`src/rtl/phy_dly_loader.sv`:
```
// Delay-programming sequencer for one DDR3 PHY byte lane.
// Keeps a shadow of the 19 per-lane IODELAY values with dirty bits. On
// request it sweeps the full address space, strobes ld_delay once per dirty
// entry, then pulses set so every new delay takes effect together.
module phy_dly_loader #(
    parameter int DLY_WIDTH  = 8,
    parameter int ADDR_WIDTH = 5
) (
    input  logic                  clk_div,
    input  logic                  rst_n,
    input  logic                  wr_en,
    input  logic [ADDR_WIDTH-1:0] wr_addr,
    input  logic [DLY_WIDTH-1:0]  wr_data,
    input  logic                  apply,
    input  logic                  apply_all,
    input  logic [ADDR_WIDTH-1:0] rd_addr,
    output logic [DLY_WIDTH-1:0]  rd_data,
    output logic                  busy,
    output logic                  done,
    output logic [ADDR_WIDTH-1:0] dly_addr,
    output logic [DLY_WIDTH-1:0]  dly_data,
    output logic                  ld_delay,
    output logic                  set
);

    localparam int DEPTH = 1 << ADDR_WIDTH;
    localparam logic [ADDR_WIDTH-1:0] PTR_LAST = ADDR_WIDTH'(DEPTH - 1);

    typedef enum logic [1:0] {
        ST_IDLE = 2'd0,
        ST_SCAN = 2'd1,
        ST_SET  = 2'd2,
        ST_DONE = 2'd3
    } state_t;

    state_t                 state_reg;
    logic [ADDR_WIDTH-1:0]  ptr_reg;
    logic [DEPTH-1:0]       dirty_reg;
    logic [DEPTH-1:0]       dirty_next;
    logic [DEPTH-1:0]       valid_mask;
    logic [DLY_WIDTH-1:0]   mem [DEPTH];
    logic                   wr_ok;

    // Outputs 0-9 (DQ0-7, DQS, DM) and inputs 16-24 (DQ0-7, DQS) exist in the lane
    genvar gi;
    generate
        for (gi = 0; gi < DEPTH; gi++) begin : g_valid
            assign valid_mask[gi] = (gi <= 9) || ((gi >= 16) && (gi <= 24));
        end
    endgenerate

    assign wr_ok = wr_en && valid_mask[wr_addr];

    // Dirty bookkeeping: a write landing on the entry being scanned wins, so it stays dirty
    always_comb begin
        dirty_next = dirty_reg;
        if ((state_reg == ST_IDLE) && apply_all) begin
            dirty_next = dirty_next | valid_mask;
        end
        if (state_reg == ST_SCAN) begin
            dirty_next[ptr_reg] = 1'b0;
        end
        if (wr_ok) begin
            dirty_next[wr_addr] = 1'b1;
        end
    end

    // Shadow storage; invalid addresses never store, so they read back as 0
    always_ff @(posedge clk_div) begin
        if (!rst_n) begin
            for (int i = 0; i < DEPTH; i++) begin
                mem[i] <= '0;
            end
        end else if (wr_ok) begin
            mem[wr_addr] <= wr_data;
        end
    end

    // Registered readback, no write bypass
    always_ff @(posedge clk_div) begin
        if (!rst_n) begin
            rd_data <= '0;
        end else begin
            rd_data <= mem[rd_addr];
        end
    end

    // Sweep sequencer with registered byte-lane outputs
    always_ff @(posedge clk_div) begin
        if (!rst_n) begin
            state_reg <= ST_IDLE;
            ptr_reg   <= '0;
            dirty_reg <= '0;
            dly_addr  <= '0;
            dly_data  <= '0;
            ld_delay  <= 1'b0;
            set       <= 1'b0;
            busy      <= 1'b0;
            done      <= 1'b0;
        end else begin
            dirty_reg <= dirty_next;
            ld_delay  <= 1'b0;
            set       <= 1'b0;
            done      <= 1'b0;
            case (state_reg)
                ST_IDLE: begin
                    if (apply || apply_all) begin
                        state_reg <= ST_SCAN;
                        ptr_reg   <= '0;
                        busy      <= 1'b1;
                    end
                end
                ST_SCAN: begin
                    if (dirty_reg[ptr_reg]) begin
                        dly_addr <= ptr_reg;
                        dly_data <= mem[ptr_reg];
                        ld_delay <= 1'b1;
                    end
                    ptr_reg <= ptr_reg + 1'b1;
                    if (ptr_reg == PTR_LAST) begin
                        state_reg <= ST_SET;
                    end
                end
                ST_SET: begin
                    set       <= 1'b1;
                    state_reg <= ST_DONE;
                end
                ST_DONE: begin
                    done      <= 1'b1;
                    busy      <= 1'b0;
                    state_reg <= ST_IDLE;
                end
                default: begin
                    state_reg <= ST_IDLE;
                    busy      <= 1'b0;
                end
            endcase
        end
    end

endmodule

```
`config.mk`:
```
export PLATFORM = sky130hd
export DESIGN_NAME = phy_dly_loader
export DESIGN_NICKNAME = d
export VERILOG_FILES = /design/src/rtl/phy_dly_loader.sv
export SDC_FILE = /design/constraint.sdc
export NUM_CORES = 1
export LEC_CHECK = 0
export ABC_CLOCK_PERIOD_IN_PS = 2400
export CAP_MARGIN = 10
export CELL_PAD_IN_SITES_DETAIL_PLACEMENT = 1
export CELL_PAD_IN_SITES_GLOBAL_PLACEMENT = 2
export CORE_UTILIZATION = 45
export CTS_CLUSTER_DIAMETER = 150
export DETAILED_ROUTE_END_ITERATION = 8
export GPL_TIMING_DRIVEN = 0
export PLACE_DENSITY = 0.89
export SLEW_MARGIN = 10
export SYNTH_ARGS = -nofsm -noshare
export SYNTH_HDL_FRONTEND = slang
export SYNTH_SLANG_ARGS = --single-unit
```
`constraint.sdc`:
```
create_clock -name clk_div -period 2.4 [get_ports clk_div]
set_clock_uncertainty 0.05 [all_clocks]
set_input_delay 0.36 -clock clk_div [delete_from_list [all_inputs] [get_ports clk_div]]
set_output_delay 0.36 -clock clk_div [all_outputs]
set_load 0.005 [all_outputs]
```
### Word-level counts from Yosys, hierarchy flattened

Memories as Yosys holds them, arrays and structs flattened. A register that Yosys moved wholly into a read port is not among the register bits.
Cells that the tools add are included.

| storage, ports and cells | value |
|---|---|
| memory bits (writable) | 256 |
| memories | 2 |
| memory bits (read-only) | 32 |
| output and inout bits | 25 |
| flip-flop bits (word level) | 48 |
| input bits | 23 |

| cells by class | value |
|---|---|
| reductions and logical operators | 16 |
| equal/unequal tests | 6 |
| order comparisons | 4 |
| bitwise operators | 3 |
| muxes and demuxes | 27 |
| add/subtract/negate cells | 1 |

Memory list:

| name | words | bits a word | read ports | clocked after memory_dff | write ports | RTL line | text |
|---|---|---|---|---|---|---|---|
| mem | 32 | 8 | 2 | 2 | 32 | 41 | `logic [DLY_WIDTH-1:0] mem [DEPTH];` |
| (no name shown) | 32 | 1 | 1 | 0 | 0 | 52 | `assign wr_ok = wr_en && valid_mask[wr_addr];` |

Operators by type and width:

| kind | count |
|---|---|
| 2-to-1 mux 32 bit | 2 |
| bitwise AND 32 bit | 1 |
| inverter 32 bit | 1 |
| OR 32 bit | 1 |
| 2-to-1 mux 25 bit | 1 |
| 2-to-1 mux 1 bit | 13 |
| less-than comparator 5 x 6 -> 1 bit (second input constant) | 2 |
| demux 1 bit (select 5 bit) | 2 |
| >= comparator 5 x 1 -> 1 bit (second input constant) | 2 |
| 2-to-1 mux 5 bit | 2 |
| one-hot mux 5 bit (2 select lines) | 1 |
| AND reduction 2 bit | 5 |
| 2-to-1 mux 8 bit | 1 |
| one-hot mux 2 bit (4 select lines) | 1 |
| OR reduction 8 bit | 1 |
| adder 5 x 1 -> 5 bit (second input constant) | 1 |
| binary-select mux 1 bit (select 5 bit) | 1 |
| == test 5 bit (second input constant) | 1 |
| == test 2 bit (second input constant) | 2 |
| logical AND 1 bit | 4 |
| 2-to-1 mux 2 bit | 2 |
| != test 2 x 1 -> 1 bit (second input constant) | 2 |
| nonzero test 2 bit | 2 |
| == test 2 x 1 -> 1 bit (second input constant) | 1 |
| other kinds (4) | 5 |

### Logic depth before layout (Yosys ltp)

Gate-level depths: netlist of run 1.

| depth | value |
|---|---|
| depth after elaboration | 9 |
| mapped depth | 9 |

### Worst setup path after synthesis of run 1

No wires, ideal clock.

| path | value |
|---|---|
| kind | input port to flip-flop |
| start | input rd_addr[1] |
| end | register rd_data[0] (read register of mem) |
| required time | 2,233 ps |
| buffers on the path | 2 |
| data arrival time | 2,013 ps |
| library setup time | 117 ps |
| cell stages on the path | 5 |
| setup slack | 220 ps |
| cell sequence | clkbuf_1 clkbuf_1 mux4_2 mux4_2 a22o_1 |

RTL lines:

| what | RTL line | text |
|---|---|---|
| start: declaration | 16 | `input logic [ADDR_WIDTH-1:0] rd_addr,` |
| end: declaration | 17 | `output logic [DLY_WIDTH-1:0] rd_data,` |

### Worst setup path after layout of run 1

| path | value |
|---|---|
| start | register ptr_reg[1] |
| end | register dly_data[0] (read register of mem) |

| between the ends | value |
|---|---|
| cells in the longest elaborated chain, start to end | 3 |

Ends and longest elaborated chain:

| what | RTL line | text |
|---|---|---|
| start: declaration | 37 | `logic [ADDR_WIDTH-1:0] ptr_reg;` |
| start signal: assignment | 119 | `ptr_reg <= ptr_reg + 1'b1;` |
| binary-select mux 1 bit (select 5 bit) | 114 | `if (dirty_reg[ptr_reg]) begin` |
| 2-to-1 mux 1 bit (not written as such) | 114 |  |
| AND reduction 2 bit (no source line) | n/a |  |
| end: declaration | 21 | `output logic [DLY_WIDTH-1:0] dly_data,` |

Several ways; a longest one is shown, not always the timed one. The select of a mux whose other input is x is not followed.
A chain may end at the register's enable or synchronous reset.

==> results of run 1 <==
[stage by stage]
step	setup TNS (ps)	total power [mW]	area, sq um	hold WS [ps]
6_report	0	14.9	19300	392
5_1_grt	-132	15.3	19300	406
4_1_cts	-3.95	14.8	19100	392
3_5_place_dp	-368880	9.23	17300	383
3_3_place_gp	-340780	9.12	17300	369
2_1_floorplan	0	8.23	16300	361
[layout by cell type (no fill, tap or decap), types with 6 or more instances in the layout]
| cell type | n |
|---|---|
| clkbuf_2 | 10 |
| clkinv_2 | 9 |
| edfxtp_1 | 256 |
| nand2_1 | 57 |
| a31oi_1 | 10 |
| conb_1 | 104 |
| clkbuf_4 | 6 |
| clkbuf_1 | 46 |
| inv_1 | 19 |
| mux4_2 | 80 |
| ha_1 | 10 |
| buf_6 | 18 |
| mux2i_4 | 25 |
| a22o_1 | 8 |
| dfxtp_1 | 61 |
| mux2i_1 | 107 |
| mux2i_2 | 27 |
| o21ai_0 | 15 |
| or4_1 | 14 |
| o21ai_2 | 11 |
| and2_1 | 64 |
| nor2_1 | 21 |
| and3_1 | 100 |
| buf_12 | 6 |
| buf_4 | 15 |
| clkdlybuf4s50_1 | 42 |
| o221ai_1 | 18 |
| clkbuf_16 | 38 |
| o22ai_1 | 72 |
[power groups by stage]
stage	combinational [mW]	clock, mW	sequential (mW)
2_1_floorplan	1.50	0	6.73
3_3_place_gp	2.32	0	6.81
3_5_place_dp	2.38	0	6.85
4_1_cts	2.61	5.39	6.78
5_1_grt	2.88	5.57	6.85
6_report	2.77	5.36	6.81
[synthesized netlist by cell type, types with 3 or more instances]
cell type	n
a31oi_1	10
nand2b_1	3
nand2_1	58
nor2_1	23
buf_4	9
clkbuf_1	53
or4b_1	4
buf_2	25
o221ai_1	18
buf_1	4
mux4_2	80
ha_1	10
o311a_1	4
nor3_1	3
and3_1	101
mux2i_1	159
or4_1	17
o22ai_1	72
or3_1	4
buf_6	10
nand4bb_1	5
inv_1	19
dfxtp_1	64
or2_1	3
and2_1	64
o21ai_0	35
a22o_1	8
edfxtp_1	256
[cell families (layout without fill, tap and decap cells)]
family,count (synthesis),after routing
DFF,320,320
muxes,239,239
buffers and inverters,121,233
adders and majority gates,10,10
other,1,104
AOI/OAI and AO/OA,157,157
and+or+nand+nor,303,303
[worst max-delay path by stage]
stage / start / endpoint / slack [ps] / cells past startpoint
floorplan: rd_addr[1] / rd_data[0]$_SDFF_PN0_ / 220 / 5
global placement: rst_n / mem[24][1]$_SDFFCE_PN0P_ / -1440 / 6
detailed placement: rst_n / mem[24][1]$_SDFFCE_PN0P_ / -1520 / 6
CTS: ptr_reg[1]$_SDFFE_PN0P_ / dly_data[7]$_SDFFE_PN0P_ / -3 / 7
global route: ptr_reg[3]$_SDFFE_PN0P_ / dly_data[4]$_SDFFE_PN0P_ / -30 / 9
finish: ptr_reg[1]$_SDFFE_PN0P_ / dly_data[0]$_SDFFE_PN0P_ / 0.2 / 7
[layer usage]
metal	part of all wire	vias up	global-route usage
met4	0.042	0	0.113
met2	0.46	675	0.482
met3	0.088	94	0.0396
li1	-	4808	-
met1	0.41	5919	0.435
met5	0	-	0
[critical path, cell delays in order, from the launching register on]
cell and delay, ps:
dfxtp_4 410, buf_6 230, buf_8 220, mux2i_2 330, o22ai_1 130, or4_1 580
o21ai_2 200, mux2i_1 90
[timing repair]
| item | in CTS | in global routing |
|---|---|---|
| buffers inserted | 4 | 2 |
| gates resized for setup | 151 | 60 |
| endpoints found under the setup margin | 351 | 67 |
| cloned | 0 | 1 |
| pin swaps | 3 | 4 |
[layout make-up]
class                           instances  area [sq um]
Timing Repair Buffer                   50           508
Clock buffer                           47          1010
Multi-Input combinational cell        813          7350
Tap cell                              455           569
Sequential cell                       320          8970
Inverter                               19          71.3
Clock inverter                         18           119
Buffer                                 99           704
Fill cell                            3384         15400
==> results_dict.tcl, run 1 <==
set metrics [dict create \
    viasPerCell 6.31 \
    cap_violations 0 \
    core.rowCount 68 \
    avgSynthCellArea_sq_um 13.9 \
    chipHeight_um 190 \
    ys_seq_elements 320 \
    cts_tree "done" \
    p_int_mw 10.7 \
    clk_latency_ps 520 \
    end_kind "register" \
    worstHoldPathType "reg -> reg" \
    ys_async_sr_fraction 0 \
    totalWireLength_mm 54.8 \
    worstPathMaxFanout 10 \
    seq_power_share 0.456 \
    reg2reg_slack_ps 0.2 \
    p_comb_frac 0.185 \
    grtUsageTotal 0.306 \
    drc_errors 0 \
    die_area_sq_um 36200 \
    ys_warn_count 0 \
    synth_compound_gate_area_share 0.0648 \
    period_needed_ps 2400 \
    dp_hpwl_mm 41.3 \
    synthCells 1151 \
    p_leak_nw 7.06 \
    synth_top_family_by_area "multiplexers" \
    reg2reg_to "dly_data[0]$_SDFFE_PN0P_" \
    synthAdderAreaFrac 0.00785 \
    dpl.cell_count 1752 \
    drv_slew 0 \
    pin_count 48 \
    min_to "dirty_reg[30]$_SDFF_PN0_" \
    numCtsBuffers 36 \
    clock.fmax_mhz 417 \
    period_share 1.00 \
    reg2reg_depth 7 \
    clk_pin_slew_ps 60 \
    synthMuxAreaShare 0.213 \
    hold_violations 0 \
    fin_ws_ps 0.169 \
    route.detailed.wl_per_inst_um 30.1 \
    synth_xor_xnor_area_share 0 \
    swShare 0.280 \
    ys_seq_area_frac 0.562 \
    hold_start "dirty_reg[30]$_SDFF_PN0_" \
    die_width_um 190 \
    final_core_util 0.556 \
    cts-hold-fix-buffers 0 \
    cp.arrival_ps 2760 \
    crit_type "reg -> reg" \
    pre_cts_slack_ps -1520 \
    rsz0062_at_grt "true" \
    clk_path_buf_depth 3 \
    max_slew_margin 0.265 \
    initial_core_util 0.459 \
    tightestPinTransition_ps 1100 \
    htree_levels 2 \
    ys.flop_type "edfxtp_1" \
    finalSetupViolCount 0 \
    drtPass1Iterations 5 \
    synth_cell_types 50 \
    grt_first_pass_wirelength_mm 78.8 \
    layout-drive-gt1-share 0.209 \
    synthDominantAreaCellType "edfxtp_1" \
    synthTopCellsByArea "edfxtp_1 48%, mux4_2 11%, mux2i_1 10%, dfxtp_1 8.0%, and3_1 4.0%" \
    hold_path_depth 2 \
    place_congestion 0.929 \
    syn_area_sq_um 15900 \
    layout.cells.non_filler 1821 \
    antenna_found_initial 0 \
    globalRouteOverflowTotal 0 \
    clock-sinks 320 \
    largest_reg_flops 256 \
    status "finished clean" \
    layout.nets 1372 \
    p_clk_frac 0.359 \
    final_antenna_net_count 0 \
    power_switching_mw 4.19 \
    drt_iter0_markers 1195 \
    portBuffers 43 \
    synth_edf_count 256 \
    n_antenna_cell 0 \
    timing.rr.start "ptr_reg[1]$_SDFFE_PN0P_" \
    placeableCoreArea_sq_um 34700 \
    area_growth_pct 21.1 \
    worstSetupStartpointType "register" \
    peakVddDrop_uv 542 \
    power.density_nw_per_um2 773 \
    synthSimpleGateAreaFrac 0.114 \
    vias 11496 \
    cts_root_buf "clkbuf_16" \
    grt_start_max_net_pins 20 \
    yosys.area.top_type_share 0.482 \
    grt_pass1_vias 11437 \
    crit_required_ps 2760 \
]
(Power assumes the default switching activity.)
==> inputs of run 2 (changes only) <==
--- a/config.mk
+++ b/config.mk
@@ -5,6 +5,7 @@
 export SDC_FILE = /design/constraint.sdc
 export NUM_CORES = 1
 export LEC_CHECK = 0
+export ABC_AREA = 0
 export ABC_CLOCK_PERIOD_IN_PS = 2400
 export CAP_MARGIN = 10
 export CELL_PAD_IN_SITES_DETAIL_PLACEMENT = 1
@@ -13,7 +14,7 @@
 export CTS_CLUSTER_DIAMETER = 150
 export DETAILED_ROUTE_END_ITERATION = 8
 export GPL_TIMING_DRIVEN = 0
-export PLACE_DENSITY = 0.89
+export PLACE_DENSITY = 0.8
 export SLEW_MARGIN = 10
 export SYNTH_ARGS = -nofsm -noshare
 export SYNTH_HDL_FRONTEND = slang
==> results_dict.tcl, run 2 (synthesis gave the netlist of run 1 again) <==
set metrics [dict create \
    place_congestion 0.933 \
    die_width_um 190 \
    chipHeight_um 190 \
    grt_first_pass_wirelength_mm 79.8 \
    core.rowCount 68 \
    crit_required_ps 2770 \
    vias 11375 \
    die_area_sq_um 36200 \
    status "complete, but fails checks" \
    highest_layer "met4" \
    tightestPinTransition_ps 1100 \
    dpl_cell_area_sq_um 17300 \
    mostFrequentLayoutCell "edfxtp_1" \
    cts-hold-fix-buffers 0 \
    htree_levels 2 \
    layout.nets 1374 \
    drv_slew 0 \
    worstPathMaxFanout 10 \
    cp.arrival_ps 2770 \
    cap_violations 0 \
    portBuffers 43 \
    cp_slowest_cell "or4_1" \
    path_cells "buf_6, buf_8, mux2i_4, o22ai_1, or4_1, o21ai_2, mux2i_1" \
    layout_common_cells "256 x edfxtp_1, 109 x mux2i_1, 104 x conb_1" \
    final_cell_area_sq_um 19300 \
    p_leak_nw 7.04 \
    finalSetupViolCount 2 \
    grt_pass1_vias 11148 \
    layout-drive-gt1-share 0.203 \
    dpl.cell_count 1753 \
    crit_buf_inv 2 \
    final_antenna_net_count 0 \
    clock-sinks 320 \
    wl_met3_mm 4.97 \
    globalRouteOverflowTotal 0 \
    totalWireLength_mm 56.3 \
    viasPerCell 6.24 \
    clk_latency_ps 540 \
    violations "setup timing" \
    numCtsBuffers 37 \
    largest_reg_flops 256 \
    rsz0062_at_grt "true" \
    fin_ws_ps -5.34 \
    cts_root_buf "clkbuf_16" \
    drt_iter0_markers 1142 \
    max_stage_delay_ps 620 \
    worstHoldPathType "reg -> reg" \
    wl_met1_mm 24.1 \
    initial_core_util 0.459 \
    clk_path_buf_depth 3 \
    drc_errors 0 \
    clk_pin_slew_ps 60 \
    clock.fmax_mhz 416 \
    drtPass1Iterations 6 \
    power.density_nw_per_um2 769 \
    dp_hpwl_mm 41.4 \
    pin_count 48 \
    placeableCoreArea_sq_um 34700 \
    antenna_found_initial 1 \
    worstSetupStartpointType "register" \
    period_needed_ps 2410 \
    period_share 1.00 \
    cts_tree "done" \
    area_growth_pct 21.0 \
    crit_family "simple AND/OR/NAND/NOR gates" \
    crit_type "reg -> reg" \
    route.detailed.wl_per_inst_um 30.9 \
    end_kind "register" \
    peakVddDrop_uv 700 \
    layout.cells.non_filler 1823 \
    max_slew_margin 0.267 \
    wl_met2_mm 25.4 \
    grtUsageTotal 0.316 \
    hold_violations 0 \
    grt_start_max_net_pins 18 \
]
==> run 2: cell count changes in the layout (fill, tap and decap cells not counted), moves of 3 or more <==
cell	previous run	this run
mux2i_2	27	21
o21ai_4	4	1
clkbuf_4	6	2
o21ai_1	5	8
clkbuf_1	46	50
mux2i_4	25	29
buf_6	18	23
clkbuf_2	10	13
==> run 2: worst reg2reg max path, stage by stage (launching register included) <==
cell     delay (ps)
dfxtp_4         420
buf_6           230
buf_8           240
mux2i_4         320
o22ai_1         110
or4_1           620
o21ai_2         200
mux2i_1         100
==> run 2: final timing paths <==
| check | from | endpoint | slack, ps | cells after the start |
|---|---|---|---|---|
| worst min register to register | dirty_reg[27]$_SDFF_PN0_ | dirty_reg[27]$_SDFF_PN0_ | 390 | 2 |
| worst max register to register | ptr_reg[1]$_SDFFE_PN0P_ | dly_data[5]$_SDFFE_PN0P_ | -5 | 7 |
| worst max-delay path | ptr_reg[1]$_SDFFE_PN0P_ | dly_data[5]$_SDFFE_PN0P_ | -5 | 7 |
| worst min-delay path | dirty_reg[27]$_SDFF_PN0_ | dirty_reg[27]$_SDFF_PN0_ | 390 | 2 |
==> run 2: cell type report <==
class,count,area [sq um]
Fill cell,3394,15400
Sequential cell,320,8980
Multi-Input combinational cell,813,7330
Clock buffer,52,1010
Buffer,99,729
Tap cell,455,569
Timing Repair Buffer,51,510
Clock inverter,13,83.8
Inverter,19,71.3
Antenna cell,1,2.50
==> run 2: timing repair <==
item                       CTS  global route
buffers inserted             1             5
setup endpoints to repair  354           141
gates cloned                 0             1
pin swaps                    2             3
gates resized for setup    139            73
==> run 2: layer usage <==
layer	up-vias	track usage
met1	5886	0.456
met5	-	0
met4	0	0.100
met2	572	0.485
li1	4827	-
met3	90	0.0559
==> run 2: metrics by stage <==
stage | hold WS, ps | power, mW | setup slack, ps | utilization | setup TNS (ps)
finish | 387 | 14.8 | -5.34 | 0.556 | -6.25
global route | 406 | 15.2 | -23.5 | 0.556 | -70.4
CTS | 385 | 14.7 | 4.92 | 0.546 | 0
detailed placement | 377 | 9.23 | -1810 | 0.499 | -393170
global placement | 369 | 9.17 | -1770 | 0.499 | -380200
floorplan | 361 | 8.23 | 220 | - | 0
==> run 2: report_power, final <==
group          internal [mW]  switching (mW)
clock network           3.04            2.24
registers               6.47           0.344
logic                   1.18            1.56
